`src/rtl/icb_sram_bridge_pkg.sv`:
```
// icb_sram_bridge_pkg: shared FSM states, register offsets and STATUS bit positions for the bridge
package icb_sram_bridge_pkg;
    typedef enum logic [1:0] {ST_IDLE, ST_RD1, ST_RD2, ST_RSP} state_e;
    localparam int CTRL_OFS  = 'h0;
    localparam int STAT_OFS  = 'h4;
    localparam int STAT_DONE = 0;
    localparam int STAT_PERR = 1;
    localparam int STAT_VLD  = 2;
endpackage

```
`src/rtl/icb_pack_stage.sv`:
```
// icb_pack_stage: holds the low half of a pending 64-bit bank word and flags mismatched high halves
// lo_we/hi_we: low/high half bank write accepted; tag: {bank, word} of that write; wdata: ICB data
// clr_err: write-1-to-clear of pack_err; pack_data: word to store on a high-half write
module icb_pack_stage #(
    parameter int TAG_W = 11
) (
    input  logic             clk,
    input  logic             rst_n,
    input  logic             lo_we,
    input  logic             hi_we,
    input  logic             clr_err,
    input  logic [TAG_W-1:0] tag,
    input  logic [31:0]      wdata,
    output logic [63:0]      pack_data,
    output logic             stage_vld,
    output logic             pack_err
);
    logic [31:0]      stage_lo_q, stage_lo_d;
    logic [TAG_W-1:0] stage_tag_q, stage_tag_d;
    logic             stage_vld_q, stage_vld_d, pack_err_q, pack_err_d, match;
    always_comb begin
        match       = stage_vld_q && (stage_tag_q == tag);
        pack_data   = {wdata, match ? stage_lo_q : 32'h0};
        stage_lo_d  = lo_we ? wdata : stage_lo_q;
        stage_tag_d = lo_we ? tag : stage_tag_q;
        stage_vld_d = lo_we ? 1'b1 : hi_we ? 1'b0 : stage_vld_q;
        // a coincident set beats the clear
        pack_err_d  = (hi_we && !match) || (pack_err_q && !clr_err);
    end
    always_ff @(posedge clk or negedge rst_n) begin
        if (!rst_n) begin
            stage_lo_q  <= '0;
            stage_tag_q <= '0;
            stage_vld_q <= 1'b0;
            pack_err_q  <= 1'b0;
        end else begin
            stage_lo_q  <= stage_lo_d;
            stage_tag_q <= stage_tag_d;
            stage_vld_q <= stage_vld_d;
            pack_err_q  <= pack_err_d;
        end
    end
    assign stage_vld = stage_vld_q;
    assign pack_err  = pack_err_q;
endmodule

```
`src/rtl/icb_sram_bridge.sv`:
```
// icb_sram_bridge: ICB slave packing 32-bit writes into 64-bit bank words, with a result-SRAM read window and CONTROL/STATUS
// icb_cmd_*/icb_rsp_*: single-outstanding ICB slave; sram_*: shared bank write port, per-bank active-low strobe
// out_*: result-SRAM read port (data one cycle after the enable edge); acc_done: live done flag
// control/ctrl_start: CONTROL register and its bit0 one-cycle start pulse
module icb_sram_bridge
    import icb_sram_bridge_pkg::*;
#(
    parameter int NUM_BANKS = 7,
    parameter int WIN_LOG2  = 10,
    parameter int SRAM_AW   = 12,
    localparam int IDX_W    = $clog2(NUM_BANKS + 2)
) (
    input  logic                 clk,
    input  logic                 rst_n,
    input  logic                 icb_cmd_valid,
    output logic                 icb_cmd_ready,
    input  logic                 icb_cmd_read,
    input  logic [31:0]          icb_cmd_addr,
    input  logic [31:0]          icb_cmd_wdata,
    input  logic [3:0]           icb_cmd_wmask,
    output logic                 icb_rsp_valid,
    input  logic                 icb_rsp_ready,
    output logic [31:0]          icb_rsp_rdata,
    output logic                 icb_rsp_err,
    output logic [NUM_BANKS-1:0] sram_wsbn,
    output logic [SRAM_AW-1:0]   sram_waddr,
    output logic [63:0]          sram_wdata,
    output logic                 out_csbn,
    output logic [SRAM_AW-1:0]   out_raddr,
    input  logic [63:0]          out_rdata,
    input  logic                 acc_done,
    output logic [31:0]          control,
    output logic                 ctrl_start
);
    localparam int WW = WIN_LOG2 - 3;
    state_e                state_q, state_d;
    logic [NUM_BANKS-1:0]  wsbn_q, wsbn_d;
    logic [SRAM_AW-1:0]    waddr_q, waddr_d, raddr_q, raddr_d;
    logic [63:0]           wdata_q, wdata_d, pack_data;
    logic [31:0]           control_q, control_d, rsp_rdata_q, rsp_rdata_d, bm, status, reg_rdata;
    logic                  csbn_q, csbn_d, rd_half_q, rd_half_d, ctrl_start_q, ctrl_start_d, rsp_err_q, rsp_err_d;
    logic [IDX_W-1:0]      idx;
    logic [WW-1:0]         word;
    logic [WIN_LOG2-1:0]   ofs;
    logic                  half, accept, is_bank, is_res, is_reg, is_ctrl, is_stat, ok;
    logic                  lo_we, hi_we, res_rd, ctrl_wr, stat_wr, stage_vld, pack_err, addr_unused;
    assign idx         = icb_cmd_addr[WIN_LOG2 +: IDX_W];
    assign word        = icb_cmd_addr[WIN_LOG2-1:3];
    assign half        = icb_cmd_addr[2];
    assign ofs         = icb_cmd_addr[WIN_LOG2-1:0];
    assign addr_unused = ^icb_cmd_addr[31:WIN_LOG2+IDX_W];
    always_comb begin
        accept    = icb_cmd_valid && (state_q == ST_IDLE);
        is_bank   = idx < IDX_W'(NUM_BANKS);
        is_res    = idx == IDX_W'(NUM_BANKS);
        is_reg    = idx == IDX_W'(NUM_BANKS + 1);
        is_ctrl   = is_reg && (ofs == WIN_LOG2'(CTRL_OFS));
        is_stat   = is_reg && (ofs == WIN_LOG2'(STAT_OFS));
        ok        = (is_bank && !icb_cmd_read && icb_cmd_wmask == 4'hF) || (is_res && icb_cmd_read) || is_ctrl || is_stat;
        lo_we     = accept && is_bank && ok && !half;
        hi_we     = accept && is_bank && ok && half;
        res_rd    = accept && is_res && icb_cmd_read;
        ctrl_wr   = accept && is_ctrl && !icb_cmd_read;
        stat_wr   = accept && is_stat && !icb_cmd_read;
        bm        = {{8{icb_cmd_wmask[3]}}, {8{icb_cmd_wmask[2]}}, {8{icb_cmd_wmask[1]}}, {8{icb_cmd_wmask[0]}}};
        status    = '0;
        status[STAT_DONE] = acc_done;
        status[STAT_PERR] = pack_err;
        status[STAT_VLD]  = stage_vld;
        reg_rdata = is_ctrl ? control_q : status;
        // strobes and the start pulse are rebuilt every cycle so they last exactly one cycle
        wsbn_d       = hi_we ? ~(NUM_BANKS'(1) << idx) : '1;
        waddr_d      = hi_we ? SRAM_AW'(word) : waddr_q;
        wdata_d      = hi_we ? pack_data : wdata_q;
        csbn_d       = !res_rd;
        raddr_d      = res_rd ? SRAM_AW'(word) : raddr_q;
        rd_half_d    = res_rd ? half : rd_half_q;
        control_d    = ctrl_wr ? (((control_q & ~bm) | (icb_cmd_wdata & bm)) & ~32'h1) : control_q;
        ctrl_start_d = ctrl_wr && icb_cmd_wmask[0] && icb_cmd_wdata[0];
        state_d      = state_q;
        rsp_rdata_d  = rsp_rdata_q;
        rsp_err_d    = rsp_err_q;
        case (state_q)
            ST_IDLE: if (accept) begin
                state_d     = res_rd ? ST_RD1 : ST_RSP;
                rsp_err_d   = !ok;
                rsp_rdata_d = (ok && is_reg && icb_cmd_read) ? reg_rdata : 32'h0;
            end
            ST_RD1: state_d = ST_RD2;
            ST_RD2: begin
                state_d     = ST_RSP;
                rsp_rdata_d = rd_half_q ? out_rdata[63:32] : out_rdata[31:0];
            end
            ST_RSP: state_d = icb_rsp_ready ? ST_IDLE : ST_RSP;
            default: state_d = ST_IDLE;
        endcase
    end
    icb_pack_stage #(.TAG_W(IDX_W + WW)) u_stage (
        .clk       (clk),
        .rst_n     (rst_n),
        .lo_we     (lo_we),
        .hi_we     (hi_we),
        .clr_err   (stat_wr && icb_cmd_wmask[0] && icb_cmd_wdata[STAT_PERR]),
        .tag       ({idx, word}),
        .wdata     (icb_cmd_wdata),
        .pack_data (pack_data),
        .stage_vld (stage_vld),
        .pack_err  (pack_err)
    );
    always_ff @(posedge clk or negedge rst_n) begin
        if (!rst_n) begin
            state_q      <= ST_IDLE;
            wsbn_q       <= '1;
            waddr_q      <= '0;
            wdata_q      <= '0;
            csbn_q       <= 1'b1;
            raddr_q      <= '0;
            rd_half_q    <= 1'b0;
            control_q    <= '0;
            ctrl_start_q <= 1'b0;
            rsp_rdata_q  <= '0;
            rsp_err_q    <= 1'b0;
        end else begin
            state_q      <= state_d;
            wsbn_q       <= wsbn_d;
            waddr_q      <= waddr_d;
            wdata_q      <= wdata_d;
            csbn_q       <= csbn_d;
            raddr_q      <= raddr_d;
            rd_half_q    <= rd_half_d;
            control_q    <= control_d;
            ctrl_start_q <= ctrl_start_d;
            rsp_rdata_q  <= rsp_rdata_d;
            rsp_err_q    <= rsp_err_d;
        end
    end
    assign icb_cmd_ready = state_q == ST_IDLE;
    assign icb_rsp_valid = state_q == ST_RSP;
    assign icb_rsp_rdata = rsp_rdata_q;
    assign icb_rsp_err   = rsp_err_q;
    assign sram_wsbn     = wsbn_q;
    assign sram_waddr    = waddr_q;
    assign sram_wdata    = wdata_q;
    assign out_csbn      = csbn_q;
    assign out_raddr     = raddr_q;
    assign control       = control_q;
    assign ctrl_start    = ctrl_start_q;
endmodule

```
`config.mk`:
```
export PLATFORM = sky130hd
export DESIGN_NAME = icb_sram_bridge
export DESIGN_NICKNAME = d
export VERILOG_FILES = /design/src/rtl/icb_sram_bridge_pkg.sv /design/src/rtl/icb_pack_stage.sv /design/src/rtl/icb_sram_bridge.sv
export SDC_FILE = /design/constraint.sdc
export NUM_CORES = 1
export LEC_CHECK = 0
export CAP_MARGIN = 20
export CELL_PAD_IN_SITES_DETAIL_PLACEMENT = 1
export CELL_PAD_IN_SITES_GLOBAL_PLACEMENT = 1
export CORE_ASPECT_RATIO = 0.9
export CORE_MARGIN = 3
export CORE_UTILIZATION = 37
export CTS_CLUSTER_SIZE = 24
export DETAILED_ROUTE_END_ITERATION = 10
export GPL_ROUTABILITY_DRIVEN = 0
export GPL_TIMING_DRIVEN = 0
export PLACE_DENSITY_LB_ADDON = 0.1
export SLEW_MARGIN = 30
export SYNTH_ARGS = -nofsm -noshare
export SYNTH_HDL_FRONTEND = slang
export SYNTH_SLANG_ARGS = --single-unit
```
`constraint.sdc`:
```
create_clock -name clk -period 5.2 [get_ports clk]
set_input_delay 0.52 -clock clk [delete_from_list [all_inputs] [get_ports clk]]
set_output_delay 0.52 -clock clk [all_outputs]
set_load 0.005 [all_outputs]
```
==> results of run 1 <==
## power breakdown
part / switching, mW / internal (mW) / leakage (nW)
Combinational: 0.574 / 0.627 / 2.91
Sequential: 0.114 / 1.76 / 2.65
Clock: 0.633 / 0.627 / 0.265
Total: 1.32 / 3.02 / 5.82
## cells by family (layout without fill, tap and decap cells)
family	after synthesis	after routing	share of synthesized area
AO/OA/AOI/OAI	79	79	0.05083
buffers and inverters	60	361	0.03703
flip-flops	199	199	0.5791
AND/OR/NAND/NOR	330	330	0.1621
multiplexers	113	113	0.1593
other	1	12	0.0004352
XOR/XNOR	11	11	0.01118
## worst max path at each step
stage | startpoint | end | slack (ps)
2_1_floorplan | icb_cmd_addr[12] | u_stage.stage_lo_q[10] | 2480
3_3_place_gp | rst_n | sram_wdata[52] | -5190
3_5_place_dp | icb_cmd_addr[3] | icb_rsp_rdata[22] | 1630
4_1_cts | icb_cmd_addr[3] | icb_rsp_rdata[22] | 2110
5_1_grt | icb_cmd_addr[3] | icb_rsp_rdata[24] | 1960
6_report | icb_cmd_addr[3] | icb_rsp_rdata[22] | 2090
## metal layers
layer,GRT usage,part of all wire
met4,0.05402,0.013
met5,0,0
met1,0.2853,0.43
met3,0.07745,0.073
met2,0.3738,0.48
## area by class of cell
class	instances	area, um^2	share of cell area
Antenna cell	1	2.502	0.0002029
Clock buffer	18	429.2	0.03480
Buffer	57	307.8	0.02496
Tap cell	297	371.6	0.03013
Timing Repair Buffer	271	2753	0.2232
Sequential cell	199	4990	0.4046
Clock inverter	12	113.9	0.009232
Multi-Input combinational cell	544	3354	0.2720
Inverter	3	11.26	0.0009131
## through the flow
step | instances | utilization | TNS (ps)
6_report | 1402 | 0.5431 | 0
5_1_grt | 1402 | 0.5431 | 0
4_1_cts | 1401 | 0.5428 | 0
3_5_place_dp | 1371 | 0.5189 | 0
3_3_place_gp | 1369 | 0.5160 | -1006590
2_1_floorplan | 803 | - | 0
## synthesized netlist by cell type, types with 2 or more instances
cell type,n,area [um^2]
buf_1,3,11.26
nor3b_1,3,22.52
nand2_1,192,720.7
dfrtp_1,191,4780
or4_1,4,30.03
a31oi_1,4,25.02
o21ai_0,8,40.04
a21oi_1,60,300.3
mux2_1,23,259.0
buf_4,11,82.58
clkbuf_1,21,78.83
nand3_1,40,200.2
buf_6,4,45.04
dfstp_2,8,210.2
and2_1,2,12.51
mux2_2,18,202.7
buf_2,18,90.09
mux2_4,38,570.6
xnor2_1,11,96.34
nor2b_1,4,25.02
nor2_1,68,255.2
nand4_1,6,37.54
mux2i_1,34,340.3
inv_1,3,11.26
or2_2,2,12.51
## cell usage in the layout (no fill, tap or decap), types with 3 or more instances in the layout
cell type	synthesis	routed
clkdlybuf4s50_1	0	268
nand2_1	192	192
dfrtp_1	191	191
nor2_1	68	68
a21oi_1	60	60
nand3_1	40	40
mux2_4	38	38
mux2i_1	34	34
mux2_1	23	23
clkbuf_1	21	22
buf_2	18	18
mux2_2	18	18
clkbuf_16	0	17
xnor2_1	11	11
buf_4	11	11
conb_1	1	11
o21ai_0	8	8
dfstp_2	8	8
nand4_1	6	6
clkinv_4	0	5
nor2b_1	4	4
or4_1	4	4
a31oi_1	4	4
buf_6	4	4
inv_8	0	4
inv_1	3	3
buf_1	3	3
==> impl_metrics.ini, run 1 <==
[status]
status = finished, final reports clean

[setup_path]
worst-path-stages = 8
crit_slowest_cell = or4_1
crit_fanout = 10
crit_top_cell = or4_1
end_kind = register
crit_arrival_ps = 3480
rr_endpoint = icb_rsp_rdata[22]
crit_buf_inv = 3
reg2regPathDepth = 8
reg2reg_slack_ps = 2650
r2r_start = state_q[0]
slowest_delay_ps = 630
crit_chain = clkdlybuf4s50_1 > or4_1 > or4_1 > nor2b_1 > clkbuf_1 > buf_2 > a21oi_1 > nor2_1
cp_data_required_time_ps = 5570
startpoint_type = input pin
cp_top_family = simple AND/OR/NAND/NOR gates
path_class = input pin to register

[synth]
yosysUniqueCellTypes = 42
netlist_instances = 793
async_reset_ff_frac = 1.000
synthFlopType = dfrtp_1
ys.warnings.count = 0
syn_area_um2 = 8616
synth-seq-area-share = 0.5791
syn_avg_cell_area_um2 = 10.86
synth_edf_count = 0
ys_seq_elements = 199

[min_path]
hold_class = input pin to asynchronous set/reset pin

[timing]
period_needed_ps = 3113
setup_viol = 0
worstMarginPinSlew_ps = 861.9
grt_setup_unrepaired = no
post-route-period-util = 0.5987
fmax_ghz = 0.3212
slew_viol_final = 0
setup_ws_ps = 2087
fin_worst_skew_ps = 15.82
holdWs_ps = 0.2720
max-slew-margin-rel = 0.4254
final_hold_viol_count = 0

[routing]
drt-pass1-iter-count = 4
wl_per_cell_um = 20.09
num_vias = 6911
wl_um = 28170
drt-initial-drc-count = 360
ant_nets = 0
via_per_inst = 4.929
drc_errors = 0

[clocking]
cts-root-buf = clkbuf_16
clock_latency_ps = 440
cts_tree = built
numCtsBuffers = 17
cts_resized = 0
cts_buffer_depth = 2
clkSinkCount = 199
clk_pin_slew_ps = 80
post_cts_buffers = 0
postCtsHoldBufs = 0
cts-htree-levels = 4

[global_route]
track_usage = 0.2249
first_global_vias = 7271
grt_max_degree = 74
overflow = 0
grt_pass1_wl_um = 43340
antenna_found_initial = 1

[final_layout]
final_area_um2 = 12330
drive_gt1_frac = 0.1259
finalNetCount = 1231
syn_to_final_growth_pct = 43.15
fillers = 2495

[placement]
dpl_worst_slack_ps = 1634
dpl.hpwl_um = 21050
place_area_um2 = 11780
port_buffers = 269

[die]
die_y_um = 150.8
coreArea_um2 = 22710
io_pins = 302
die_area_um2 = 25160
die_w_um = 166.9
num_rows = 52
start_util = 0.3794

[power]
fin_total_pwr_mw = 4.337
ir_worst_vdd_v = 0.0001857
power-per-cell-area_nw_per_um2 = 351.7
p_leak_nw = 5.818

[run]
drv_cap = 0
(Power assumes the default switching activity.)
==> run 2, diff against run 1 <==
--- a/config.mk
+++ b/config.mk
@@ -10,7 +10,7 @@
 export CELL_PAD_IN_SITES_GLOBAL_PLACEMENT = 1
 export CORE_ASPECT_RATIO = 0.9
 export CORE_MARGIN = 3
-export CORE_UTILIZATION = 37
+export CORE_UTILIZATION = 31
 export CTS_CLUSTER_SIZE = 24
 export DETAILED_ROUTE_END_ITERATION = 10
 export GPL_ROUTABILITY_DRIVEN = 0
==> constraint.sdc (replaced) <==
create_clock -name clk -period 2.53 [get_ports clk]
set_input_delay 0.253 -clock clk [delete_from_list [all_inputs] [get_ports clk]]
set_output_delay 0.253 -clock clk [all_outputs]
set_load 0.005 [all_outputs]
==> impl_metrics.ini, run 2 (synthesized netlist as in run 1, its figures left out) <==
[status]
status = finished, final reports clean

[die]
die_area_um2 = 29830
start_util = 0.3171
num_rows = 57
die_w_um = 181.7
coreArea_um2 = 27170
die_y_um = 164.2
io_pins = 302

[timing]
grt_setup_unrepaired = no
fin_worst_skew_ps = 13.98
max-slew-margin-rel = 0.3949
setup_viol = 0
fmax_ghz = 0.4035
post-route-period-util = 0.9795
holdWs_ps = 113.4
final_hold_viol_count = 0
period_needed_ps = 2478
slew_viol_final = 0
worstMarginPinSlew_ps = 907.7
setup_ws_ps = 51.80

[routing]
wl_um = 29070
drc_errors = 0
ant_nets = 0
drt-pass1-iter-count = 4
wl_per_cell_um = 19.81
drt-initial-drc-count = 321
num_vias = 6922
via_per_inst = 4.718

[global_route]
track_usage = 0.1949
grt_pass1_wl_um = 44620
overflow = 0
first_global_vias = 7359
antenna_found_initial = 3
grt_max_degree = 79

[final_layout]
drive_gt1_frac = 0.1404
finalNetCount = 1236
layout_common_cells = clkdlybuf4s50_1, dfrtp_1, nand2_1, nor2_1, a21oi_1
fin_cells = 1467
syn_to_final_growth_pct = 45.85
layout_commonest_cell = clkdlybuf4s50_1

[power]
ir_worst_vdd_v = 0.0004200
power-per-cell-area_nw_per_um2 = 718.4
p_leak_nw = 5.937

[setup_path]
reg2reg_slack_ps = 150
crit_arrival_ps = 2800
startpoint_type = input pin
crit_fanout = 10
path_class = input pin to register
rr_endpoint = u_stage.stage_lo_q[17]
cp_data_required_time_ps = 2850
r2r_start = state_q[1]
reg2regPathDepth = 7
end_kind = register

[min_path]
hp-start = icb_cmd_addr[10]
hold-path-cell-count = 2
holdPathEnd = sram_wsbn[3]
hold_class = input pin to register

[clocking]
cts_buffer_depth = 2
clock_latency_ps = 440
clk_pin_slew_ps = 80
numCtsBuffers = 17
cts-root-buf = clkbuf_16
cts_tree = built
clkSinkCount = 199
cts-htree-levels = 4

[placement]
dp.cells = 1428
dpl.hpwl_um = 21590
port_buffers = 269
dpl_worst_slack_ps = -830.0

[run]
drv_cap = 0
==> run 2: changes by cell type in the layout (fill, tap and decap cells not counted), moves of 5 or more <==
cell	change
buf_4	+12
clkdlybuf4s50_1	-5
inv_6	+6
clkinv_4	-5
buf_2	-8
==> run 2: report_power, final <==
| part | internal, mW | total, mW | leakage [nW] | switching (mW) |
|---|---|---|---|---|
| registers | 3.62 | 3.85 | 2.65 | 0.231 |
| logic | 1.29 | 2.47 | 3.01 | 1.18 |
| clock network | 1.32 | 2.71 | 0.280 | 1.38 |
| total | 6.23 | 9.03 | 5.94 | 2.80 |
==> run 2: through the flow <==
stage | setup TNS (ps) | power [mW] | cell area [um^2] | util
after global placement | -1649990 | 6.345 | 11790 | 0.4339
after global routing | 0 | 9.559 | 12560 | 0.4624
after CTS | 0 | 9.152 | 12550 | 0.4619
after detailed placement | -122380 | 6.402 | 11860 | 0.4365
after floorplan | 0 | 4.948 | 8653 | -
final | 0 | 9.027 | 12570 | 0.4624
==> run 2: worst max-delay path, cell delays in order <==
cell             delay, ps
clkdlybuf4s50_1        520
or4_4                  600
or4_4                  510
a31oi_4                230
nand2_4                160
buf_6                  210
mux2_4                 300
==> run 2: layout make-up <==
cell class / count / area (um^2)
fill: 3002 / 14610
buffer: 56 / 337.8
timing repair buffer: 276 / 2798
clock inverter: 13 / 140.1
antenna: 2 / 5.005
inverter: 3 / 11.26
sequential: 199 / 4990
multi-input combinational: 545 / 3408
tap: 354 / 442.9
clock buffer: 19 / 432.9
==> run 2: worst max-delay path by stage <==
stage,from,depth (start not counted),to
2_1_floorplan,icb_cmd_addr[12],7,u_stage.stage_lo_q[10]
3_3_place_gp,rst_n,1,sram_wdata[54]
3_5_place_dp,icb_cmd_addr[3],8,icb_rsp_rdata[28]
4_1_cts,icb_cmd_addr[5],7,register
5_1_grt,icb_cmd_addr[6],7,u_stage.stage_lo_q[11]
6_report,icb_cmd_addr[6],7,u_stage.stage_lo_q[17]
==> run 2: metal layers <==
metal,track usage,wire length (um),share of wire
met2,0.3149,13670,0.47
met1,0.2577,12930,0.44
met4,0.04742,393,0.014
met5,0,27,0.00093
met3,0.05957,2045,0.070
==> run 2: timing repair <==
| action | 4_1_cts | 5_1_grt |
|---|---|---|
| pin swaps | 3 | 1 |
| resized for setup | 26 | 4 |
| endpoints found under the setup margin | 172 | 127 |
| cloned | 1 | 0 |
| buffers inserted | 4 | 0 |
| hold buffers | 1 | 0 |
| endpoints found under the hold margin | 68 | 0 |
==> run 3, diff against run 2 <==
--- a/config.mk
+++ b/config.mk
@@ -9,14 +9,12 @@
 export CELL_PAD_IN_SITES_DETAIL_PLACEMENT = 1
 export CELL_PAD_IN_SITES_GLOBAL_PLACEMENT = 1
 export CORE_ASPECT_RATIO = 0.9
-export CORE_MARGIN = 3
 export CORE_UTILIZATION = 31
 export CTS_CLUSTER_SIZE = 24
 export DETAILED_ROUTE_END_ITERATION = 10
 export GPL_ROUTABILITY_DRIVEN = 0
 export GPL_TIMING_DRIVEN = 0
 export PLACE_DENSITY_LB_ADDON = 0.1
-export SLEW_MARGIN = 30
 export SYNTH_ARGS = -nofsm -noshare
 export SYNTH_HDL_FRONTEND = slang
 export SYNTH_SLANG_ARGS = --single-unit
==> impl_metrics.ini, run 3 (synthesized netlist as in run 1, its figures left out) <==
[timing]
fin_worst_skew_ps = 16.81
slew_viol_final = 0
max-slew-margin-rel = 0.3701
tns_ps = 0
final_hold_viol_count = 0
fmax_ghz = 0.4017
period_needed_ps = 2489
worstMarginPinSlew_ps = 944.9
setup_viol = 0
holdWs_ps = 114.1
post-route-period-util = 0.9839

[clocking]
cts-htree-levels = 4
clkSinkCount = 199
cts_buffer_depth = 2
clock_latency_ps = 430
cts-root-buf = clkbuf_16
cts_tree = built
numCtsBuffers = 17
clk_pin_slew_ps = 70

[setup_path]
r2r_start = state_q[0]
end_kind = register
crit_buf_inv = 2
crit_fanout = 10
reg2regPathDepth = 7
worst-path-stages = 7
cp-startpoint = icb_cmd_addr[6]
path_class = input pin to register
crit_arrival_ps = 2800
slowest_delay_ps = 600
crit_top_cell = or4_4
startpoint_type = input pin
cp_top_family = simple AND/OR/NAND/NOR gates
rr_endpoint = u_stage.stage_lo_q[10]
endpoint = u_stage.stage_lo_q[10]
cp_data_required_time_ps = 2840
crit_chain = clkdlybuf4s50_1 > or4_4 > or4_4 > a31oi_4 > nand2_4 > buf_6 > mux2_4
crit_slowest_cell = or4_4
reg2reg_slack_ps = 170

[placement]
dpl.hpwl_um = 20880
dp.cells = 1428
port_buffers = 269
place_area_um2 = 11830

[routing]
via_per_inst = 4.671
drt-initial-drc-count = 289
wl_um = 27950
wl_per_cell_um = 19.09
num_vias = 6838
drc_errors = 0
ant_nets = 0
drt-pass1-iter-count = 4

[final_layout]
fin_cells = 1464
layout_commonest_cell = clkdlybuf4s50_1
syn_to_final_growth_pct = 45.15
layout_common_cells = clkdlybuf4s50_1, dfrtp_1, nand2_1, nor2_1, a21oi_1
final_area_um2 = 12510
drive_gt1_frac = 0.1380
fillers = 3050
finalNetCount = 1235

[global_route]
antenna_found_initial = 1
overflow = 0
track_usage = 0.2037
grt_use_met2 = 0.3299
grt_max_degree = 104
grt_pass1_wl_um = 43840
grt_util_met3 = 0.05548
first_global_vias = 7368
grt-busiest-layer = met2
grt_use_met1 = 0.2678

[power]
p_leak_nw = 5.904
power-per-cell-area_nw_per_um2 = 713.5
ir_worst_vdd_v = 0.0004933

[run]
drv_cap = 0

[die]
io_pins = 302
die_y_um = 160.2
num_rows = 57
die_area_um2 = 28460
coreArea_um2 = 27170
die_w_um = 177.7
start_util = 0.3171

[min_path]
hp-start = icb_cmd_addr[10]
hold_class = input pin to register

[status]
status = finished, final reports clean
-- run 3: cell types whose count changed in the layout (fill, tap and decap cells not counted), moves of 2 or more --
cell	delta
clkinv_4	+7
clkinv_8	-4
inv_6	-8
inv_8	+4
buf_4	+2
buf_2	-2
-- run 3: routing by layer --
layer  share of wire  vias up
li1                -     3245
met1            0.45     3378
met2            0.47      193
met3           0.065       22
met4           0.016        0
met5               0        -
-- run 3: worst min path at each step --
stage	depth (start not counted)	endpoint	slack, ps
after floorplan	0	asynchronous set/reset pin	-40
after global placement	2	sram_wdata[25]	450
after detailed placement	1	sram_wdata[36]	340
after CTS	2	sram_wsbn[3]	100
after global routing	2	sram_wsbn[0]	120
final	2	sram_wsbn[3]	110
-- run 3: cell type report --
cell class	count	area (um^2)	area share
well taps	354	442.9	0.03542
diodes	1	2.502	0.0002001
flip-flops and latches	199	4990	0.3990
plain buffers	56	332.8	0.02661
inverters	3	11.26	0.0009005
multi-input cells	545	3403	0.2721
clock buffers	19	442.9	0.03542
clock inverters	12	113.9	0.009105
repair buffers	275	2766	0.2212
-- run 3: worst register-to-register path, stage by stage, from the launching register on --
cell and delay (ps):
dfrtp_1 370, clkbuf_1 190, nor3b_2 510, nand2_1 240
a31oi_4 250, nand2_4 160, buf_6 210, mux2_4 310
-- run 3: through the flow --
| step | setup WS [ps] | power [mW] | util |
|---|---|---|---|
| after floorplan | 81.03 | 4.948 | - |
| after global placement | -7739 | 6.335 | 0.4339 |
| after detailed placement | -775.0 | 6.381 | 0.4353 |
| after CTS | 14.01 | 9.057 | 0.4599 |
| after global routing | -10.21 | 9.472 | 0.4602 |
| final | 40.62 | 8.923 | 0.4602 |
-- run 3: repair_timing --
action / in CTS / in global routing
pin swaps: 3 / 0
cloned: 1 / 0
endpoints found under the setup margin: 171 / 82
resized for setup: 27 / 4
buffers inserted: 3 / 0
hold buffers: 1 / 0
hold endpoints to repair: 96 / 0
-- run 3: power breakdown --
part           switching, mW  total, mW  internal (mW)  leakage, nW
Sequential             0.229       3.85           3.62         2.65
Clock                   1.30       2.62           1.32        0.271
Combinational           1.17       2.45           1.29         2.99
